===== config.mk =====
export PLATFORM = sky130hd
export DESIGN_NAME = pc_sequencer_flat
export DESIGN_NICKNAME = d
export VERILOG_FILES = /design/src/rtl/pc_sequencer_pkg.sv /design/src/rtl/pc_sequencer_if.sv /design/src/rtl/pc_sequencer_branch_resolve.sv /design/src/rtl/pc_sequencer.sv /design/src/flat_wrapper.sv
export SDC_FILE = /design/constraint.sdc
export NUM_CORES = 1
export LEC_CHECK = 0
export BUFFER_PORTS_ARGS = -buffer_cell sky130_fd_sc_hd__buf_4
export CAP_MARGIN = 20
export CORE_UTILIZATION = 43
export DETAILED_ROUTE_END_ITERATION = 7
export GPL_TIMING_DRIVEN = 0
export PLACE_DENSITY = 0.77
export SLEW_MARGIN = 15
export SYNTH_ARGS = -nofsm -noshare
export SYNTH_HDL_FRONTEND = slang
export SYNTH_HIERARCHICAL = 1
export SYNTH_SLANG_ARGS = --single-unit

===== constraint.sdc =====
create_clock -name clk -period 2.1 [get_ports clk]
set_input_delay 0.21 -clock clk [delete_from_list [all_inputs] [get_ports clk]]
set_output_delay 0.21 -clock clk [all_outputs]
set_load 0.01 [all_outputs]

===== src/rtl/pc_sequencer_pkg.sv =====
`default_nettype none
// ============================================================================
// Module   : pc_sequencer_pkg
// Brief    : Shared constants for the next-PC controller (cpu_defs).
// Revision : 1.0 - initial release
// ============================================================================
package pc_sequencer_pkg;

    // PC mux select codes; zero input of the mux is tied high
    localparam logic [7:0] c_pc_next     = 8'h01;
    localparam logic [7:0] c_pc_branch8  = 8'h02;
    localparam logic [7:0] c_pc_branch11 = 8'h03;
    localparam logic [7:0] c_pc_jump     = 8'h04;
    localparam logic [7:0] c_pc_epcret   = 8'h05;
    localparam logic [7:0] c_pc_intjump  = 8'h28;

    // Control-transfer codes carried by the EX stage
    localparam logic [2:0] c_ex_none = 3'd0;
    localparam logic [2:0] c_ex_beqz = 3'd1;
    localparam logic [2:0] c_ex_bnez = 3'd2;
    localparam logic [2:0] c_ex_b    = 3'd3;
    localparam logic [2:0] c_ex_jr   = 3'd4;
    localparam logic [2:0] c_ex_eret = 3'd5;

    typedef enum logic [1:0] {
        ST_RUN    = 2'd0,
        ST_DRAIN  = 2'd1,
        ST_VECTOR = 2'd2
    } seq_state_t;

endpackage
`default_nettype wire


===== src/rtl/pc_sequencer_if.sv =====
`default_nettype none
// ============================================================================
// Module   : pc_sequencer_if
// Brief    : Pipeline <-> next-PC controller signal bundle.
// Revision : 1.0 - initial release
// ============================================================================
interface pc_sequencer_if;
    logic [15:0] if_pc;
    logic [2:0]  ex_ctrl;
    logic        ex_zero;
    logic        id_is_ctrl;
    logic        hazard_stall;
    logic        mem_conflict;
    logic        int_req;
    logic [7:0]  pc_src;
    logic        pc_we;
    logic        if_id_flush;
    logic        id_ex_flush;
    logic [15:0] epc;
    logic        int_ack;
    logic        int_active;

    modport master (
        output if_pc, ex_ctrl, ex_zero, id_is_ctrl, hazard_stall, mem_conflict, int_req,
        input  pc_src, pc_we, if_id_flush, id_ex_flush, epc, int_ack, int_active
    );

    modport slave (
        input  if_pc, ex_ctrl, ex_zero, id_is_ctrl, hazard_stall, mem_conflict, int_req,
        output pc_src, pc_we, if_id_flush, id_ex_flush, epc, int_ack, int_active
    );
endinterface
`default_nettype wire


===== src/rtl/pc_sequencer_branch_resolve.sv =====
`default_nettype none
// ============================================================================
// Module   : branch_resolve
// Brief    : Maps the EX control-transfer code to taken/PC-mux select.
// Revision : 1.0 - initial release
// ============================================================================
module branch_resolve
    import pc_sequencer_pkg::*;
(
    input  logic [2:0] ex_ctrl,
    input  logic       ex_zero,
    output logic       taken,
    output logic [7:0] pc_src
);

    always_comb begin
        taken  = 1'b0;
        pc_src = c_pc_next;
        case (ex_ctrl)
            c_ex_beqz: begin taken = ex_zero;  pc_src = c_pc_branch8;  end
            c_ex_bnez: begin taken = !ex_zero; pc_src = c_pc_branch8;  end
            c_ex_b:    begin taken = 1'b1;     pc_src = c_pc_branch11; end
            c_ex_jr:   begin taken = 1'b1;     pc_src = c_pc_jump;     end
            c_ex_eret: begin taken = 1'b1;     pc_src = c_pc_epcret;   end
            default:   ;
        endcase
    end

endmodule
`default_nettype wire


===== src/rtl/pc_sequencer.sv =====
`default_nettype none
// ============================================================================
// Module   : pc_sequencer
// Brief    : Next-PC controller: redirects, stalls, interrupt entry, EPC.
// Revision : 1.0 - initial release
// ============================================================================
module pc_sequencer
    import pc_sequencer_pkg::*;
#(
    parameter logic [15:0] INT_VECTOR   = 16'h0005,
    parameter int unsigned DRAIN_CYCLES = 3
) (
    input  logic           clk,
    input  logic           rst,
    pc_sequencer_if.slave  bus
);

    localparam logic [2:0] c_drain_load = 3'(DRAIN_CYCLES - 1);

    seq_state_t  r_state;
    seq_state_t  w_state_nxt;
    logic [2:0]  r_cnt;
    logic [2:0]  w_cnt_nxt;
    logic [15:0] r_epc;
    logic        r_int_active;

    logic        w_taken;
    logic [7:0]  w_br_src;
    logic        w_entry;
    logic        w_epc_we;
    logic        w_set_active;
    logic        w_clr_active;
    logic [7:0]  w_pc_src;
    logic        w_pc_we;
    logic        w_if_id_flush;
    logic        w_id_ex_flush;
    logic        w_int_ack;

    // The vector address itself lives in the PC mux; the parameter is shared with it
    logic [15:0] w_unused_vector;
    assign w_unused_vector = INT_VECTOR;

    branch_resolve u_branch_resolve (
        .ex_ctrl (bus.ex_ctrl),
        .ex_zero (bus.ex_zero),
        .taken   (w_taken),
        .pc_src  (w_br_src)
    );

    assign w_entry = bus.int_req && !r_int_active && !bus.id_is_ctrl &&
                     (bus.ex_ctrl == c_ex_none) && !bus.mem_conflict && !bus.hazard_stall;

    always_ff @(posedge clk or posedge rst) begin
        if (rst) begin
            r_state      <= ST_RUN;
            r_cnt        <= 3'd0;
            r_epc        <= 16'h0000;
            r_int_active <= 1'b0;
        end else begin
            r_state <= w_state_nxt;
            r_cnt   <= w_cnt_nxt;
            if (w_epc_we)
                r_epc <= bus.if_pc;
            if (w_set_active)
                r_int_active <= 1'b1;
            else if (w_clr_active)
                r_int_active <= 1'b0;
        end
    end

    always_comb begin
        w_state_nxt   = r_state;
        w_cnt_nxt     = r_cnt;
        w_epc_we      = 1'b0;
        w_set_active  = 1'b0;
        w_clr_active  = 1'b0;
        w_pc_src      = c_pc_next;
        w_pc_we       = 1'b0;
        w_if_id_flush = 1'b0;
        w_id_ex_flush = 1'b0;
        w_int_ack     = 1'b0;

        case (r_state)
            ST_RUN: begin
                if (w_taken) begin
                    w_pc_src      = w_br_src;
                    w_pc_we       = 1'b1;
                    w_if_id_flush = 1'b1;
                    w_id_ex_flush = 1'b1;
                    w_clr_active  = (bus.ex_ctrl == c_ex_eret);
                end else if (w_entry) begin
                    w_epc_we      = 1'b1;
                    w_if_id_flush = 1'b1;
                    w_cnt_nxt     = c_drain_load;
                    w_state_nxt   = ST_DRAIN;
                end else if (bus.mem_conflict) begin
                    w_if_id_flush = 1'b1;
                end else if (bus.hazard_stall) begin
                    w_id_ex_flush = 1'b1;
                end else begin
                    w_pc_we = 1'b1;
                end
            end
            ST_DRAIN: begin
                // Stalls are irrelevant here: only bubbles are in flight
                w_if_id_flush = 1'b1;
                if (r_cnt == 3'd0)
                    w_state_nxt = ST_VECTOR;
                else
                    w_cnt_nxt = r_cnt - 3'd1;
            end
            ST_VECTOR: begin
                w_pc_src      = c_pc_intjump;
                w_pc_we       = 1'b1;
                w_int_ack     = 1'b1;
                w_if_id_flush = 1'b1;
                w_set_active  = 1'b1;
                w_state_nxt   = ST_RUN;
            end
            default: begin
                w_state_nxt = ST_RUN;
            end
        endcase

        // Hold the pipeline quiet for the whole asynchronous reset pulse
        if (rst) begin
            w_pc_src      = c_pc_next;
            w_pc_we       = 1'b0;
            w_if_id_flush = 1'b1;
            w_id_ex_flush = 1'b1;
            w_int_ack     = 1'b0;
        end
    end

    assign bus.pc_src      = w_pc_src;
    assign bus.pc_we       = w_pc_we;
    assign bus.if_id_flush = w_if_id_flush;
    assign bus.id_ex_flush = w_id_ex_flush;
    assign bus.int_ack     = w_int_ack;
    assign bus.epc         = r_epc;
    assign bus.int_active  = r_int_active;

endmodule
`default_nettype wire


===== src/flat_wrapper.sv =====
// flat-port wrapper written by rule: the top's interface ports become plain ports
module pc_sequencer_flat import pc_sequencer_pkg::*;
#(
    parameter logic [15:0] INT_VECTOR   = 16'h0005,
    parameter int unsigned DRAIN_CYCLES = 3
)
  (clk, rst, bus_if_pc, bus_ex_ctrl, bus_ex_zero, bus_id_is_ctrl, bus_hazard_stall, bus_mem_conflict, bus_int_req, bus_pc_src, bus_pc_we, bus_if_id_flush, bus_id_ex_flush, bus_epc, bus_int_ack, bus_int_active);
  pc_sequencer_if bus_i ();
  input  logic clk;
  input  logic rst;
  input wire logic [$bits(bus_i.if_pc)-1:0] bus_if_pc;
  input wire logic [$bits(bus_i.ex_ctrl)-1:0] bus_ex_ctrl;
  input wire logic [$bits(bus_i.ex_zero)-1:0] bus_ex_zero;
  input wire logic [$bits(bus_i.id_is_ctrl)-1:0] bus_id_is_ctrl;
  input wire logic [$bits(bus_i.hazard_stall)-1:0] bus_hazard_stall;
  input wire logic [$bits(bus_i.mem_conflict)-1:0] bus_mem_conflict;
  input wire logic [$bits(bus_i.int_req)-1:0] bus_int_req;
  output wire logic [$bits(bus_i.pc_src)-1:0] bus_pc_src;
  output wire logic [$bits(bus_i.pc_we)-1:0] bus_pc_we;
  output wire logic [$bits(bus_i.if_id_flush)-1:0] bus_if_id_flush;
  output wire logic [$bits(bus_i.id_ex_flush)-1:0] bus_id_ex_flush;
  output wire logic [$bits(bus_i.epc)-1:0] bus_epc;
  output wire logic [$bits(bus_i.int_ack)-1:0] bus_int_ack;
  output wire logic [$bits(bus_i.int_active)-1:0] bus_int_active;
  assign bus_i.if_pc = bus_if_pc;
  assign bus_i.ex_ctrl = bus_ex_ctrl;
  assign bus_i.ex_zero = bus_ex_zero;
  assign bus_i.id_is_ctrl = bus_id_is_ctrl;
  assign bus_i.hazard_stall = bus_hazard_stall;
  assign bus_i.mem_conflict = bus_mem_conflict;
  assign bus_i.int_req = bus_int_req;
  assign bus_pc_src = bus_i.pc_src;
  assign bus_pc_we = bus_i.pc_we;
  assign bus_if_id_flush = bus_i.if_id_flush;
  assign bus_id_ex_flush = bus_i.id_ex_flush;
  assign bus_epc = bus_i.epc;
  assign bus_int_ack = bus_i.int_ack;
  assign bus_int_active = bus_i.int_active;
  pc_sequencer #(.INT_VECTOR(INT_VECTOR), .DRAIN_CYCLES(DRAIN_CYCLES)) u_core (.clk(clk), .rst(rst), .bus(bus_i));
endmodule

==> results.md, run 1 <==
* Die Ht at between 50 and 60 um
* Peak supply drop at just over 0.5 mV
* Worst EP arrival at 1.94 ns
* Pwr/cell area at approximately 800 mW/mm^2
* R2R Setup Slk at -0.04 ns
* Relative slew slack at 0.405
* Core area at around 0.0029 sq mm
* Critical path depth at 5
* DP Worst Slack at -0.163 ns
* Yosys warns at 6
* End point of the critical path: bus_pc_we
* Layout Skew at between 0.0009 and 0.001 ns
* Routed len/inst at approximately 13 um
* Failing checks: negative setup slack
* Outcome: complete, but fails checks
* Reg power frac at 0.364
* TritonCTS clock tree: yes
* DR DRC count at 0
* Critical path required time at between 1.5 and 2 ns
* Vias/cell at a little under 5
* Worst r2r dst: u_core/bus.epc[0]$_DFFE_PP0P_
* Starting density of the core at 0.470
* Worst r2r src: u_core/bus.int_active$_DFFE_PP0P_
* Fmax at about 470 MHz
* Initial antenna violation count at 0
* H-Tree Depth at 1
* DP Wirelength at 2.35 mm
* Unrepaired setup endpoints after global routing: true
* Root buffer cell: clkbuf_4
* Cts hold-fix bufs at 0
* Yosys top cell by area: dfrtp_1
* Die extent in x at 58.1 um
* Startpoint types: flop
* Worst setup margin at -0.0483 ns
* WL final at approximately 3.1 mm
* GRT Residual Overflow at 0
* Comb pwr share at 0.427
* Distinct cells, synth at 33
* CP max FO at 4
* Vias in the first global route at roughly 1100
* CTS buffer count at 3
* Synthesis-to-layout area growth at 42.5%
* Min-Delay Path Class: input port to async pin
* DIE AREA at approximately 0.0034 sq mm
* Clock share of power at 0.209
* Switching fraction of total power at 0.330
* Initial DRT Pass Iterations at 4
* Top cells by area, synth: dfrtp_1 (41%), mux2_4 (11%), ha_1 (5.6%)
* Max Cap Viol at 0
* Max-slew violation count at 0
* Period utilization at 1.02
* R2R depth at 5
* Slowest stage delay, CP at roughly 0.50 ns
* Tot GR Track Use at 0.188
* Endpoints failing setup at 11
* Syn avg cell area at around 10 sq um
* Critical-path top delay cell: or4b_4
* Synth Register Bits at 22
* Syn Inst Count at 130
* Port Buf Inserts at roughly 50
* Ant. Diodes at 0
* Minimum clock period at 2.15 ns
* Largest net degree at the start of global routing at 25
* Hold_ws at 0.115 ns
* Post-synthesis sequential area ratio at 0.407
* GPL Wtd Cong at 0.846
* Worst Setup End Kind: primary output
* First-pass GRT wire length at 4.86 mm
* Crit Path Category: flop to primary output
* Critical-path cell list: or4b_4 -> or2_4 -> a211oi_2 -> nor3_1 -> buf_4
* Yosys top cell area share at 0.407
* CTS sink count at 22
* Worst path bufs/invs at 1
* Std-Cell Rows at 19
* Remaining antenna violation count at 0
* Switching pwr at around 510 uW
* Worst Max-Slew Pin Slew at 0.892 ns
* Clk pin slew, worst setup/hold paths at about 0.12 ns
* Via count at around 1200
* Ports at 55
* Final hold vios at 0
* Lkg Pwr at 0.00103 uW
* Cell Area, Synth at 0.00135 sq mm
* CTS Buffer Depth at 2
* Kind of cell adding the most delay to the critical path: simple AND/OR/NAND/NOR gates
* First-iteration detailed-routing DRC count at 33
* Crit. Startpoint: u_core/bus.int_active$_DFFE_PP0P_
* Nets at ~230
* Clock latency on the worst-skew pair at 0.31 ns
* Layout cells sized above 1 at 0.472
* Int Pwr at 1040 uW
-- flip-flops by register name, indices dropped and copies added, names as in the netlist --
| signal | flops |
|---|---|
| u_core/r_cnt | 3 |
| u_core/bus.int_active | 1 |
| u_core/bus.epc | 16 |
| u_core/r_state | 2 |
-- per-stage QoR --
step / TNS (ns) / util / cells / power, uW / cell area [sq um]
detailed placement: -1.52 / 0.627 / 227 / 1190 / 1800
global placement: -1.21 / 0.627 / 227 / 1160 / 1800
global route: -1.14 / 0.670 / 235 / 1650 / 1930
finish: -0.347 / 0.670 / 235 / 1550 / 1930
floorplan: -0.819 / - / 134 / 937 / 1370
CTS: -0.909 / 0.659 / 234 / 1540 / 1900
-- per-layer routing --
layer | up-vias | GRT usage | part of all wire
li1 | 569 | - | -
met1 | 547 | 0.227 | 0.41
met2 | 43 | 0.323 | 0.51
met3 | 7 | 0.0558 | 0.059
met4 | 0 | 0.0544 | 0.013
met5 | - | 0 | 0
-- cells in the final DEF (no fill, tap or decap), drive strengths merged --
| cell | n |
|---|---|
| buf | 62 |
| bufinv | 1 |
| and2 | 5 |
| or4b | 1 |
| conb | 5 |
| dfrtp | 22 |
| inv | 9 |
| o21ai | 7 |
| a21o | 3 |
| or4 | 1 |
| a211oi | 2 |
| nand2b | 2 |
| a221o | 2 |
| nor2 | 10 |
| mux2 | 16 |
| xor2 | 1 |
| or3 | 1 |
| clkbuf | 6 |
| a21oi | 10 |
| o22ai | 1 |
| o31ai | 2 |
| nand2 | 5 |
| nor3 | 3 |
| a31oi | 2 |
| o221ai | 1 |
| ha | 6 |
| nor4bb | 1 |
| nand3 | 2 |
| and2b | 1 |
| nor2b | 2 |
| or2 | 1 |
-- repair_timing --
item,4_1_cts,5_1_grt
setup endpoints to repair,20,22
cloned,0,1
resized for setup,4,2
pin swaps,1,1
setup buffers,4,1
-- cell families after synthesis --
group	after synthesis	synth area share
DFF	22	0.407
buffers and inverters	19	0.0842
AOI/OAI and AO/OA	30	0.137
and+or+nand+nor	35	0.146
xor gates and xnor gates	1	0.00648
other	1	0.00277
muxes	16	0.161
adders and majority gates	6	0.0555
-- worst register-to-register path, cell delays in order, from the launching register on --
cell,delay (ns)
dfrtp_1,0.41
or4b_4,0.50
or2_4,0.27
or3_4,0.38
clkbuf_16,0.18
mux2_4,0.29
-- worst min path at each step --
stage | from | to | cells past startpoint
5_1_grt | bus_if_pc[11] | u_core/bus.epc[11]$_DFFE_PP0P_ | 2
3_3_place_gp | bus_if_pc[5] | u_core/bus.epc[5]$_DFFE_PP0P_ | 2
6_report | rst | u_core/r_cnt[2]$_DFFE_PP0P_ | 2
3_5_place_dp | bus_if_pc[13] | u_core/bus.epc[13]$_DFFE_PP0P_ | 2
4_1_cts | bus_if_pc[2] | u_core/bus.epc[2]$_DFFE_PP0P_ | 2
2_1_floorplan | rst | u_core/bus.epc[0]$_DFFE_PP0P_ | 1
-- synth_stat cells, drive strengths merged --
cell / number
a21o: 3
and2: 5
ha: 6
o31ai: 2
mux2: 16
xor2: 1
or2: 1
nor2b: 2
or4b: 1
a211oi: 2
o221ai: 1
buf: 7
nor4bb: 1
nand3: 2
clkbuf: 3
dfrtp: 22
o21ai: 7
inv: 9
nand2b: 2
o22ai: 1
a221o: 2
or3: 1
a21oi: 10
nor3: 3
nand2: 5
nor2: 10
conb: 1
or4: 1
and2b: 1
a31oi: 2
-- power groups by stage --
stage               clock network, uW  registers, uW  logic, uW
floorplan                           0            586        351
global placement                    0            566        592
detailed placement                  0            574        611
CTS                               336            562        643
global route                      346            571        728
finish                            322            562        661
-- layout make-up --
class	instances	area (sq um)
fillers	245	950
multi-input cells	93	723
flip-flops and latches	22	551
repair buffers	57	449
plain buffers	8	65.1
well taps	42	52.6
inverters	9	33.8
clock inverters	1	30.0
clock buffers	3	22.5
Note: power is estimated with default switching activity, not from simulation.
==> inputs of run 2 (changes only) <==
- CTS_CLUSTER_SIZE: not set -> 28
- SETUP_SLACK_MARGIN: not set -> 0.2
==> run 2 against run 1 <==
Against the previous run: the run still ends with negative setup slack left; critical path depth up 1; total power up 5.0%; sequential share of layout area fell by 0.95 points; sequential cell count stayed put; design area up 3.4%; count of clock-buffer cells in the layout stayed put; die area unchanged; cell count increased by 3.0%; register-to-register slack got worse by 0.05 ns; highest routed layer unchanged.
==> results.md, run 2 (same netlist as run 1, synthesis figures left out) <==
* Outcome: complete, but fails checks
* Failing checks: negative setup slack
* CTS sink count at 22
* Die Ht at roughly 58 um
* DIE AREA at 0.00337 sq mm
* Core area at 0.00288 sq mm
* Remaining antenna violation count at 0
* Initial DRT Pass Iterations at 4
* Routed len/inst at around 14 um
* FILL cells at between 200 and 250
* First-iteration detailed-routing DRC count at 20
* Hold_ws at ~0.12 ns
* Clk pin slew, worst setup/hold paths at between 0.1 and 0.15 ns
* CTS Buffer Depth at 2
* Port Buf Inserts at 51
* Vias in the first global route at ~1100
* Die extent in x at between 50 and 60 um
* Starting density of the core at 0.470
* WL final at 3.31 mm
* R2R depth at 6
* Lkg Pwr at between 0.001 and 0.0015 uW
* Largest net degree at the start of global routing at 25
* Endpoints failing setup at 17
* Commonest non-fill, non-tap cell in the layout: buf_4
* Ant. Diodes at 0
* TritonCTS clock tree: yes
* Tot GR Track Use at 0.195
* Max reg flops at 16
* DR DRC count at 0
* Minimum clock period at around 2.2 ns
* Initial antenna violation count at 0
* First-pass GRT wire length at roughly 5.1 mm
* Final hold vios at 0
* Ports at 55
* Unrepaired setup endpoints after global routing: true
* Relative slew slack at 0.396
* Fmax at around 460 MHz
* Period utilization at 1.04
* Worst setup margin at -0.0920 ns
* Clock latency on the worst-skew pair at between 0.3 and 0.4 ns
* Critical path required time at between 2 and 2.5 ns
* Number of cells on the worst hold path at 2
* Critical-path top delay cell: or4b_4
* GRT Residual Overflow at 0
* Pwr/cell area at a little over 800 mW/mm^2
* Peak supply drop at ~0.51 mV
* Commonest cells after routing, fill and taps aside: buf_4 (67), dfrtp_1 (22), mux2_4 (10)
* DP Area at approximately 0.0018 sq mm
* Fin area at between 0.0015 and 0.002 sq mm
* H-Tree Depth at 1
* Crit Path Category: flop to flop
* Max Cap Viol at 0
* Std-Cell Rows at 19
* Synthesis-to-layout area growth at 47.4%
* Slowest stage delay, CP at 0.50 ns
* Vias/cell at roughly 5
* Nets at 233
* Critical-path cell list: or4b_4 -> or2_4 -> or3_4 -> buf_6 -> buf_12 -> mux2_4
* Startpoint types: flop
* CTS buffer count at 3
* Worst Max-Slew Pin Slew at a little over 0.9 ns
* Layout cells sized above 1 at 0.525
* Root buffer cell: clkbuf_4
* Max-slew violation count at 0
* Worst EP arrival at 2.40 ns
* Worst Setup End Kind: flop
* DP Wirelength at roughly 2.3 mm
* Min-Delay Path Class: input port to flop
* CP max FO at 10
* GPL Wtd Cong at roughly 0.85
* Layout Skew at ~0.0019 ns
* Via count at between 1000 and 1500
## run 2: worst paths after layout
kind	endpoint	start	slack, ns
max	u_core/bus.epc[3]$_DFFE_PP0P_	u_core/bus.int_active$_DFFE_PP0P_	-0.09
max reg2reg	u_core/bus.epc[3]$_DFFE_PP0P_	u_core/bus.int_active$_DFFE_PP0P_	-0.09
min in group asynchronous	u_core/r_cnt[2]$_DFFE_PP0P_	rst	0.13
min reg2reg	u_core/bus.epc[12]$_DFFE_PP0P_	u_core/bus.epc[12]$_DFFE_PP0P_	0.52
min	u_core/bus.epc[5]$_DFFE_PP0P_	bus_if_pc[5]	0.12
max in group asynchronous	u_core/bus.epc[9]$_DFFE_PP0P_	rst	1.42
## run 2: report_power, final
group          switching [uW]  internal (uW)  total [uW]
Combinational             357            383         740
Sequential               51.3            506         557
Clock                     133            193         326
## run 2: worst max-delay path, delay by kind of cell (launching register included)
| family | cells | cell delay, ns |
|---|---|---|
| simple gates | 3 | 1.10 |
| flops | 1 | 0.42 |
| buf+inv | 2 | 0.27 |
| mux | 1 | 0.30 |
## run 2: final cells by class
cell class | instances | area [sq um] | area share
Buffer | 10 | 87.6 | 0.0439
Clock buffer | 3 | 22.5 | 0.0113
Clock inverter | 1 | 30.0 | 0.0151
Inverter | 9 | 33.8 | 0.0169
Multi-Input combinational cell | 93 | 751 | 0.377
Sequential cell | 22 | 551 | 0.276
Tap cell | 42 | 52.6 | 0.0264
Timing Repair Buffer | 62 | 465 | 0.234
## run 2: per-stage QoR
step                setup TNS, ns  total power [uW]  instances  worst slack, ns   util
global route                -1.75              1720        242           -0.112  0.693
CTS                        -0.813              1570        239          -0.0619  0.676
detailed placement          -1.52              1190        227           -0.163  0.627
finish                      -1.29              1620        242          -0.0920  0.693
global placement            -1.21              1160        227           -0.124  0.627
floorplan                  -0.819               937        134          -0.0819      -
## run 2: routing by layer
metal,global-route usage,share of wire,vias up
met2,0.345,0.52,42
met4,0.0408,0.0091,0
met3,0.0491,0.053,5
li1,-,-,582
met1,0.239,0.42,573
met5,0,0,-
## run 2: timing repair
item,4_1_cts,5_1_grt
setup buffers,8,3
pin swaps,3,3
endpoints found under the setup margin,23,25
resized for setup,10,9
hold buffers,0,0
